$ cat src/rtl/pulse_gap_meter.sv
`default_nettype none
// ============================================================================
//  Module   : pulse_gap_meter
//  Purpose  : Measures high-run (pulse) and following low-run (gap) lengths of
//             a serial stream, reports each complete period and flags lock
//             once the same non-saturated period repeats LOCK_COUNT times.
//  Revision : 1.0 - initial release
// ============================================================================
module pulse_gap_meter #(
    parameter int CNT_W      = 5,
    parameter int LOCK_COUNT = 3
) (
    input  logic             clock,
    input  logic             reset_n,
    input  logic             clear,
    input  logic             serial_in,
    output logic [CNT_W-1:0] pulse_len,
    output logic [CNT_W-1:0] gap_len,
    output logic [CNT_W:0]   period_len,
    output logic             meas_valid,
    output logic             meas_sat,
    output logic             locked
);

    localparam logic [1:0]       S_SYNC = 2'd0;
    localparam logic [1:0]       S_HIGH = 2'd1;
    localparam logic [1:0]       S_LOW  = 2'd2;

    localparam logic [CNT_W-1:0] C_MAX  = '1;
    localparam logic [CNT_W-1:0] C_ONE  = {{(CNT_W-1){1'b0}}, 1'b1};
    localparam logic [3:0]       C_LOCK = 4'(LOCK_COUNT);

    logic [1:0]       r_state;
    logic             r_prev;
    logic [CNT_W-1:0] r_hcnt;
    logic [CNT_W-1:0] r_lcnt;
    logic [CNT_W-1:0] r_hold;
    logic             r_hsat;
    logic             r_prev_ok;   // previous report was non-saturated
    logic [3:0]       r_match;

    logic [CNT_W-1:0] w_hcnt_inc;
    logic [CNT_W-1:0] w_lcnt_inc;
    logic             w_period_sat;
    logic             w_same;
    logic [3:0]       w_match_next;

    // Saturating increments and the lock-counter update for a completed period
    always_comb begin
        w_hcnt_inc   = (r_hcnt == C_MAX) ? C_MAX : r_hcnt + 1'b1;
        w_lcnt_inc   = (r_lcnt == C_MAX) ? C_MAX : r_lcnt + 1'b1;
        w_period_sat = r_hsat | (r_lcnt == C_MAX);
        w_same       = r_prev_ok && (r_hold == pulse_len) && (r_lcnt == gap_len);
        w_match_next = 4'd1;
        if (w_period_sat) begin
            w_match_next = 4'd0;
        end else if (w_same) begin
            w_match_next = (r_match >= C_LOCK) ? C_LOCK : r_match + 1'b1;
        end
    end

    // Run-length state machine, report registers and lock tracking
    always_ff @(posedge clock or negedge reset_n) begin
        if (!reset_n) begin
            r_state    <= S_SYNC;
            r_prev     <= 1'b1;
            r_hcnt     <= '0;
            r_lcnt     <= '0;
            r_hold     <= '0;
            r_hsat     <= 1'b0;
            r_prev_ok  <= 1'b0;
            r_match    <= 4'd0;
            pulse_len  <= '0;
            gap_len    <= '0;
            period_len <= '0;
            meas_valid <= 1'b0;
            meas_sat   <= 1'b0;
            locked     <= 1'b0;
        end else if (clear) begin
            r_state    <= S_SYNC;
            r_prev     <= 1'b1;
            r_hcnt     <= '0;
            r_lcnt     <= '0;
            r_hold     <= '0;
            r_hsat     <= 1'b0;
            r_prev_ok  <= 1'b0;
            r_match    <= 4'd0;
            pulse_len  <= '0;
            gap_len    <= '0;
            period_len <= '0;
            meas_valid <= 1'b0;
            meas_sat   <= 1'b0;
            locked     <= 1'b0;
        end else begin
            r_prev     <= serial_in;
            meas_valid <= 1'b0;
            case (r_state)
                S_SYNC: begin
                    // Only a genuine 0->1 edge starts measurement
                    if (!r_prev && serial_in) begin
                        r_hcnt  <= C_ONE;
                        r_state <= S_HIGH;
                    end
                end
                S_HIGH: begin
                    if (serial_in) begin
                        r_hcnt <= w_hcnt_inc;
                        // A stuck-high stream cannot stay locked
                        if (w_hcnt_inc == C_MAX) begin
                            r_match <= 4'd0;
                            locked  <= 1'b0;
                        end
                    end else begin
                        r_hold  <= r_hcnt;
                        r_hsat  <= (r_hcnt == C_MAX);
                        r_lcnt  <= C_ONE;
                        r_state <= S_LOW;
                    end
                end
                S_LOW: begin
                    if (!serial_in) begin
                        r_lcnt <= w_lcnt_inc;
                        // A stuck-low stream cannot stay locked
                        if (w_lcnt_inc == C_MAX) begin
                            r_match <= 4'd0;
                            locked  <= 1'b0;
                        end
                    end else begin
                        pulse_len  <= r_hold;
                        gap_len    <= r_lcnt;
                        period_len <= {1'b0, r_hold} + {1'b0, r_lcnt};
                        meas_valid <= 1'b1;
                        meas_sat   <= w_period_sat;
                        r_prev_ok  <= ~w_period_sat;
                        r_match    <= w_match_next;
                        locked     <= (w_match_next == C_LOCK);
                        r_hcnt     <= C_ONE;
                        r_state    <= S_HIGH;
                    end
                end
                default: begin
                    r_state <= S_SYNC;
                end
            endcase
        end
    end

endmodule
`default_nettype wire

$ cat config.mk
export PLATFORM = sky130hd
export DESIGN_NAME = pulse_gap_meter
export DESIGN_NICKNAME = d
export VERILOG_FILES = /design/src/rtl/pulse_gap_meter.sv
export SDC_FILE = /design/constraint.sdc
export NUM_CORES = 1
export LEC_CHECK = 0
export ABC_AREA = 0
export CAP_MARGIN = 15
export CORE_MARGIN = 4
export CORE_UTILIZATION = 25
export DETAILED_ROUTE_END_ITERATION = 6
export GPL_ROUTABILITY_DRIVEN = 1
export SLEW_MARGIN = 20
export SYNTH_ARGS = -nofsm -noshare
export SYNTH_HDL_FRONTEND = slang
export SYNTH_SLANG_ARGS = --single-unit
$ cat constraint.sdc
create_clock -name clock -period 5.1 [get_ports clock]
set_clock_uncertainty 0.1 [all_clocks]
set_input_delay 0.51 -clock clock [delete_from_list [all_inputs] [get_ports clock]]
set_output_delay 0.51 -clock clock [all_outputs]
set_load 0.005 [all_outputs]
==> flow_summary_export.csv, run 1 <==
group,metric,value,unit
status,status,"completed",
timing,drv_slew,0,
grt,use_met3,0.02327,
route,drcViolationCount,0,
setup_path,path_cells,"clkdlybuf4s50_1 > inv_1 > nand2_1 > o21bai_1 > o311ai_4 > mux2_4",
finish,layout-drive-gt1-share,0.08571,
route,finalWirelength,4795,um
finish,layout_commonest_cell,"dfrtp_1",
floorplanning,rows,35,
grt,met2_usage,0.1398,
route,post_drt_wl_per_cell,12.82,um
timing,hold_viol_final,0,
floorplanning,die_h,105.2,um
clock_network,cts_setup_buffers,0,
synthesis,avgSynthCellArea,10.46,um^2
clock_network,cts_tree,"yes",
finish,n_antenna_cell,0,
route,drt_iter0_drc,61,
power,peakVddDrop,0.0001617,V
grt,antenna_found_initial,0,
finish,nets,261,
placement,port_buffers,22,
timing,setup-tns-final,0,ns
floorplanning,die_w,105.2,um
flow_run,drv_cap,0,
timing,hold_slack,0.08357,ns
synthesis,ys_top_cells_by_area,"dfrtp_1 (44%), ha_1 (6.4%), a22o_1 (5.9%)",
floorplanning,ios,23,
synthesis,ys_seq_area_frac,0.4558,
synthesis,ys_ff_latch,43,
timing,fmax,0.4152,GHz
power,p_seq_frac,0.483,
synthesis,synth-edff-count,0,
setup_path,worstPathArrival,2.49,ns
grt,globalRouteOverflowTotal,0,
grt,met1_usage,0.1246,
finish,mostFrequentLayoutCells,"dfrtp_1 (42), clkdlybuf4s50_1 (21), nor2_1 (20)",
placement,place.gp.congestion,0.7872,
synthesis,synth_largest_area_cell,"dfrtp_1",
power,p_clk_frac,0.268,
floorplanning,start_util,0.2558,
clock_network,htreeDepth,2,
setup_path,cp_top_family,"buffers and inverters",
power,switchingPower,259.9,uW
grt,grt_pass1_wl,8231,um
power,cellPowerDensity,284.7,nW/um^2
timing,finalSetupViolations,0,
route,vias,1730,
setup_path,slowest_stage,"clkdlybuf4s50_1",
finish,syn2layout_area_growth,18.42,%
floorplanning,coreArea,9240,um^2
synthesis,synth_cell_types,48,
min_path,holdCritPathClass,"primary input to asynchronous set/reset pin",
setup_path,critical_path_buf_inv_count,2,
clock_network,clk_latency,0.29,ns
synthesis,synth-main-ff-cell,"dfrtp_1",
power,p_comb_frac,0.249,
timing,rsz0062_at_grt,"no",
setup_path,cp-start-kind,"primary input",
route,ant_nets,0,
synthesis,synthCells,226,
clock_network,cts_made_buffers,5,
placement,place_hpwl,3486,um
floorplanning,fp.dieArea,11070,um^2
setup_path,crit_fanout,16,
clock_network,cts_sinks,43,
grt,busiest_layer,"met2",
route,drt_pre_antenna_iters,4,
clock_network,cts.repair.resized,0,
grt,grt_pass1_vias,1676,
clock_network,root_buffer,"clkbuf_8",
timing,relSlewSlack,0.5731,
setup_path,slowest_delay,0.88,ns
synthesis,synth_top_area_share,0.4447,
synthesis,syn-cell-area,2364,um^2
power,sw_frac_of_total,0.3261,
timing,finalWorstPathRequiredPeriod,2.409,ns
setup_path,path_class,"primary input to flop",
synthesis,yosysWarnings,0,
synthesis,async_flop_share,1.000,
clock_network,cts_buffer_depth,2,
synthesis,synth_nets,243,
route,viasPerCell,4.626,
setup_path,cp.required,5.18,ns
setup_path,end_kind,"flop",
power,leakage,0.001266,uW
timing,finalCritPeriodShare,0.4723,
clock_network,path_clk_slew,0.09,ns
grt,track_usage,0.09041,
power,p_int,536.9,uW
timing,tightestPinTransition,0.6384,ns
grt,grt_start_max_net_pins,44,
clock_network,hold_buffers,0,
stage by stage:
stage          worst slack (ns)  utilization  total power (uW)  area [um^2]  cells
2_1_floorplan             2.939            -             543.4         2364    226
3_3_place_gp              2.441       0.2907             586.3         2686    365
3_5_place_dp              2.396       0.2907             587.8         2686    365
4_1_cts                   2.712       0.2999             808.0         2771    373
5_1_grt                   2.582       0.3029             851.7         2799    374
6_report                  2.691       0.3029             796.8         2799    374
worst paths after layout:
kind | startpoint | endpoint | slack, ns | depth (start not counted)
setup / recovery | clear | r_match[1] | 2.69 | 6
hold / removal | reset_n | period_len[2] | 0.08 | 1
setup reg to reg | r_lcnt[0] | r_match[1] | 2.77 | 6
hold reg to reg | r_prev_ok | r_prev_ok | 0.40 | 2
max in group asynchronous | reset_n | r_match[3] | 4.32 | 2
min in group clock | r_prev_ok | r_prev_ok | 0.40 | 2
logic make-up after synthesis:
family          after synthesis  synth area share
simple gates                 64            0.1350
compound gates               60            0.2017
xor+xnor                     13           0.04817
flops                        43            0.4558
buf+inv                      24           0.04500
fa+ha+maj                    13           0.07199
mux                           9           0.04235
registers in the layout, summed over array words and instances (netlist names):
name        flops
locked          1
r_state         2
r_match         4
meas_sat        1
r_hsat          1
r_lcnt          5
period_len      6
pulse_len       5
r_hold          5
r_prev_ok       1
r_prev          1
gap_len         5
r_hcnt          5
meas_valid      1
power by group through the flow:
stage | combinational [uW] | clock [uW] | sequential, uW
3_3_place_gp | 195 | 0 | 391
2_1_floorplan | 162 | 0 | 382
5_1_grt | 226 | 236 | 390
4_1_cts | 197 | 226 | 385
3_5_place_dp | 196 | 0 | 392
6_report | 198 | 214 | 385
layer usage:
layer | vias to the layer above | wire length (um)
met5 | - | 0
met4 | 0 | 49
met3 | 5 | 182
met2 | 28 | 2166
met1 | 846 | 2397
li1 | 851 | -
area by class of cell:
class,instances,area (um^2)
Inverter,10,37.54
Timing Repair Buffer,25,257.7
Sequential cell,43,1077
Clock buffer,6,72.57
Fill cell,958,6441
Multi-Input combinational cell,159,1180
Tap cell,129,161.4
Clock inverter,2,12.51
synth_stat cells, types with 3 or more instances:
| library cell | number |
|---|---|
| clkbuf_1 | 8 |
| a21oi_1 | 12 |
| nand2b_1 | 3 |
| inv_1 | 10 |
| a21o_1 | 3 |
| xnor2_1 | 12 |
| nand4_1 | 3 |
| nand2_1 | 17 |
| o21ai_0 | 7 |
| a31oi_1 | 5 |
| nor2_1 | 20 |
| mux2i_1 | 7 |
| ha_1 | 12 |
| buf_4 | 4 |
| nor3_1 | 3 |
| a22o_1 | 16 |
| dfrtp_1 | 42 |
| nor2b_1 | 3 |
No activity file was read; power rests on OpenSTA's default activity.
==> run 2: changes to the inputs <==
clock period = 2.5 ns   (was 5.1 ns; I/O delays follow)
==> run 2 against run 1 <==
Sequential power increased by 100%. Critical path depth fell by 1. Combinational power up 110%. Power rose by 110%. Largest cell class unchanged.
==> flow_summary_export.csv, run 2 (synthesis gave the netlist of run 1 again) <==
group,metric,value,unit
setup_path,critical_path_buf_inv_count,0,
floorplanning,ios,23,
finish,fillers,968,
route,drcViolationCount,0,
route,ant_nets,0,
power,cellPowerDensity,586.0,nW/um^2
power,p_int,1101,uW
min_path,holdCritPathClass,"primary input to asynchronous set/reset pin",
power,peakVddDrop,0.0004720,V
route,finalWirelength,4904,um
floorplanning,start_util,0.2558,
setup_path,end_kind,"flop",
route,viasPerCell,4.676,
power,switchingPower,544.0,uW
power,sw_frac_of_total,0.3308,
floorplanning,rows,35,
finish,mostFrequentLayoutCells,"dfrtp_1 (42), clkdlybuf4s50_1 (21), nor2_1 (20)",
finish,top_register,"period_len",
route,vias,1763,
placement,place.gp.congestion,0.7806,
setup_path,worstPathArrival,2.24,ns
clock_network,root_buffer,"clkbuf_8",
placement,place_area,2709,um^2
grt,track_usage,0.09504,
clock_network,htreeDepth,2,
power,p_clk_frac,0.272,
clock_network,clk_latency,0.30,ns
clock_network,cts_buffer_depth,2,
timing,finalSetupViolations,0,
setup_path,slowest_stage,"dfrtp_1",
setup_path,crit_fanout,9,
clock_network,cts_made_buffers,5,
setup_path,cp_top_family,"compound AO/OA/AOI/OAI gates",
finish,syn2layout_area_growth,18.74,%
timing,tightestPinTransition,0.5362,ns
setup_path,cp.required,2.59,ns
timing,fmax,0.4639,GHz
flow_run,drv_cap,0,
status,status,"completed",
setup_path,r2r_start,"r_state[0]",
power,p_comb_frac,0.258,
timing,relSlewSlack,0.6426,
finish,n_antenna_cell,0,
grt,antenna_found_initial,0,
timing,finalWorstPathRequiredPeriod,2.155,ns
route,drt_pre_antenna_iters,4,
power,fin_total_pwr,1645,uW
grt,grt_start_max_net_pins,44,
floorplanning,coreArea,9240,um^2
clock_network,cts_tree,"yes",
timing,drv_slew,0,
floorplanning,fp.dieArea,11070,um^2
floorplanning,die_h,105.2,um
timing,setup-tns-final,0,ns
grt,grt_pass1_wl,8349,um
setup_path,cp-start-kind,"flop",
setup_path,slowest_delay,0.43,ns
finish,layout-drive-gt1-share,0.09274,
route,post_drt_wl_per_cell,13.01,um
timing,finalCritPeriodShare,0.8622,
power,leakage,0.001274,uW
setup_path,path_cells,"ha_1 > nand2b_1 > o41ai_4 > o311ai_4 > mux2_4",
clock_network,cts.repair.resized,0,
finish,final_area,2806,um^2
setup_path,startpoint,"r_state[0]",
grt,grt_pass1_vias,1658,
timing,rsz0062_at_grt,"no",
route,drt_iter0_drc,52,
setup_path,rrSetupSlack,0.34,ns
setup_path,rr_endpoint,"r_match[1]",
clock_network,cts_sinks,43,
placement,port_buffers,22,
finish,nets,264,
finish,largest_reg_flops,6,
clock_network,path_clk_slew,0.09,ns
placement,place_hpwl,3539,um
grt,globalRouteOverflowTotal,0,
floorplanning,die_w,105.2,um
finish,layout_commonest_cell,"dfrtp_1",
setup_path,reg2regPathDepth,5,
timing,hold_viol_final,0,
setup_path,path_class,"flop to flop",
power,p_seq_frac,0.470,
run 2: cell types whose count changed in the layout (fill, tap and decap cells not counted):
cell,change
buf_16,-1
buf_2,-1
buf_4,+4
dlygate4sd3_1,+1
run 2: through the flow:
stage | cells | util | setup WS, ns | hold slack, ns
after detailed placement | 368 | 0.2932 | 0.1870 | 0.3597
after global placement | 368 | 0.2932 | 0.2972 | 0.3578
final | 377 | 0.3037 | 0.3445 | 0.3703
after global routing | 377 | 0.3037 | 0.1584 | 0.4171
after floorplan | 226 | - | 0.3388 | -0.1456
after CTS | 376 | 0.3024 | 0.3342 | 0.02458
run 2: what timing repair did:
item	4_1_cts	5_1_grt
endpoints found under the hold margin	0	42
hold buffers	0	1
setup buffers	0	0
run 2: how the worst max path moves through the flow:
stage,endpoint,slack [ns],cells after the start
6_report,r_match[1],0.34,5
5_1_grt,r_hcnt[0],0.16,7
4_1_cts,r_match[1],0.33,5
3_5_place_dp,r_hcnt[0],0.19,6
3_3_place_gp,r_hcnt[0],0.30,6
2_1_floorplan,r_match[1],0.34,7
run 2: power by group through the flow:
stage / combinational (uW) / clock (uW) / sequential, uW
2_1_floorplan: 330 / 0 / 779
3_5_place_dp: 425 / 0 / 787
4_1_cts: 427 / 467 / 773
6_report: 425 / 447 / 773
5_1_grt: 482 / 494 / 780
3_3_place_gp: 421 / 0 / 785
run 2: metal layers:
layer | vias to the layer above | wire length (um) | track usage
met5 | - | 0 | 0
met4 | 0 | 95 | 0.04499
met3 | 8 | 181 | 0.02205
met2 | 30 | 2103 | 0.1325
met1 | 867 | 2525 | 0.1375
li1 | 858 | - | -
run 2: final cells by class:
type	instances	area [um^2]	area share
inverters	10	37.54	0.01337
repair buffers	28	265.3	0.09452
multi-input cells	159	1180	0.4204
clock inverters	2	12.51	0.004458
clock buffers	6	72.57	0.02586
well taps	129	161.4	0.05751
flip-flops and latches	43	1077	0.3839
==> run 3: changes to the inputs <==
CORE_MARGIN = 3   (was 4)
==> run 3 against run 2 <==
Critical path depth rose by 2. Via count is 0.17% lower. Final area up 0.40%. Non-clock buffer count is 2 higher. Combinational power is 6.6% higher. Sequential cell count stayed put. Sequential share of layout area down 0.15 points.
==> flow_summary_export.csv, run 3 (synthesis gave the netlist of run 1 again) <==
group,metric,value,unit
grt,grt_start_max_net_pins,44,
grt,grt_pass1_vias,1717,
timing,fmax,0.4681,GHz
grt,antenna_found_initial,0,
grt,globalRouteOverflowTotal,0,
power,p_clk_frac,0.310,
power,p_comb_frac,0.256,
placement,place_hpwl,3687,um
timing,drv_slew,0,
route,drcViolationCount,0,
timing,hold_viol_final,0,
finish,layout-drive-gt1-share,0.1080,
setup_path,cp-start-kind,"flop",
route,drt_pre_antenna_iters,4,
setup_path,rrSetupSlack,0.36,ns
clock_network,cts_setup_buffers,0,
floorplanning,coreArea,8934,um^2
clock_network,htreeDepth,2,
finish,mostFrequentLayoutCells,"dfrtp_1 (42), clkdlybuf4s50_1 (21), nor2_1 (20)",
floorplanning,die_h,103.2,um
finish,nets,266,
timing,finalWorstPathRequiredPeriod,2.136,ns
finish,final_area,2818,um^2
min_path,holdCritPathClass,"primary input to asynchronous set/reset pin",
power,cellPowerDensity,627.7,nW/um^2
route,finalWirelength,5045,um
finish,syn2layout_area_growth,19.22,%
status,status,"completed",
power,p_seq_frac,0.434,
setup_path,rr_endpoint,"r_hcnt[4]",
grt,grt_pass1_wl,8459,um
route,ant_nets,0,
clock_network,path_clk_slew,0.09,ns
route,vias,1760,
power,peakVddDrop,0.0003277,V
placement,place.gp.congestion,0.7730,
setup_path,reg2regPathDepth,7,
clock_network,clk_latency,0.29,ns
timing,finalSetupViolations,0,
floorplanning,rows,34,
placement,port_buffers,22,
clock_network,root_buffer,"clkbuf_8",
finish,top_register,"period_len",
setup_path,cp.required,2.62,ns
finish,n_antenna_cell,0,
clock_network,cts_buffer_depth,2,
grt,track_usage,0.1020,
clock_network,cts.repair.resized,0,
setup_path,r2r_start,"r_state[0]",
setup_path,worstPathArrival,2.25,ns
power,sw_frac_of_total,0.3125,
placement,place_area,2705,um^2
placement,detailedPlace.worstSlack,0.3185,ns
clock_network,cts_sinks,43,
setup_path,path_class,"flop to flop",
timing,relSlewSlack,0.3540,
timing,rsz0062_at_grt,"no",
flow_run,drv_cap,0,
floorplanning,start_util,0.2646,
route,post_drt_wl_per_cell,14.09,um
floorplanning,die_w,103.2,um
finish,layout_commonest_cell,"dfrtp_1",
timing,finalCritPeriodShare,0.8546,
clock_network,hold_buffers,0,
floorplanning,fp.dieArea,10660,um^2
setup_path,end_kind,"flop",
power,p_int,1216,uW
timing,tightestPinTransition,0.9690,ns
timing,setup-tns-final,0,ns
timing,setup_ws,0.3636,ns
setup_path,crit_fanout,7,
finish,largest_reg_flops,6,
clock_network,cts_tree,"yes",
route,drt_iter0_drc,71,
floorplanning,ios,23,
clock_network,cts_made_buffers,5,
route,viasPerCell,4.916,
power,leakage,0.001301,uW
power,switchingPower,552.7,uW
-- run 3: final cells by class --
cell class / instances / area (um^2)
clock inverter: 3 / 43.79
fill: 943 / 6116
inverter: 10 / 37.54
multi-input combinational: 159 / 1180
sequential: 43 / 1077
timing repair buffer: 30 / 275.3
tap: 108 / 135.1
clock buffer: 5 / 68.82
-- run 3: critical path, cell delays in order, from the launching register on --
cell and delay (ns):
dfrtp_1 0.43, inv_1 0.09, ha_1 0.28, nor2b_1 0.20, o311ai_2 0.39, and2_1 0.29, a41oi_1 0.14, a21oi_1 0.14
-- run 3: worst max-delay path by stage --
stage	start	end	slack (ns)	cells after the start
after floorplan	r_lcnt[1]	r_match[1]	0.34	7
after global placement	serial_in	r_hcnt[0]	0.40	6
after detailed placement	clear	r_match[1]	0.32	6
after CTS	r_state[0]	r_hcnt[4]	0.36	7
after global routing	r_state[0]	r_hcnt[4]	0.19	7
final	r_state[0]	r_hcnt[4]	0.36	7
-- run 3: through the flow --
step                      instances  hold WS [ns]  total power, uW  utilization
after floorplan                 226       -0.1456             1108            -
after global placement          350        0.3641             1231       0.3028
after detailed placement        350        0.3659             1240       0.3028
after CTS                       358       0.03989             1796       0.3154
after global routing            358       0.08105             1888       0.3154
final                           358      0.004159             1769       0.3154
-- run 3: metal layers --
layer	GRT usage	up-vias	share of wire
li1	-	862	-
met1	0.1404	868	0.51
met2	0.1618	28	0.45
met3	0.02280	2	0.033
met4	0.02789	0	0.0057
met5	0	-	0
-- run 3: power by group through the flow --
stage | Combinational (uW) | Sequential, uW | Clock, uW
2_1_floorplan | 330 | 779 | 0
5_1_grt | 510 | 775 | 603
6_report | 453 | 768 | 547
3_5_place_dp | 458 | 782 | 0
3_3_place_gp | 452 | 780 | 0
4_1_cts | 459 | 768 | 569
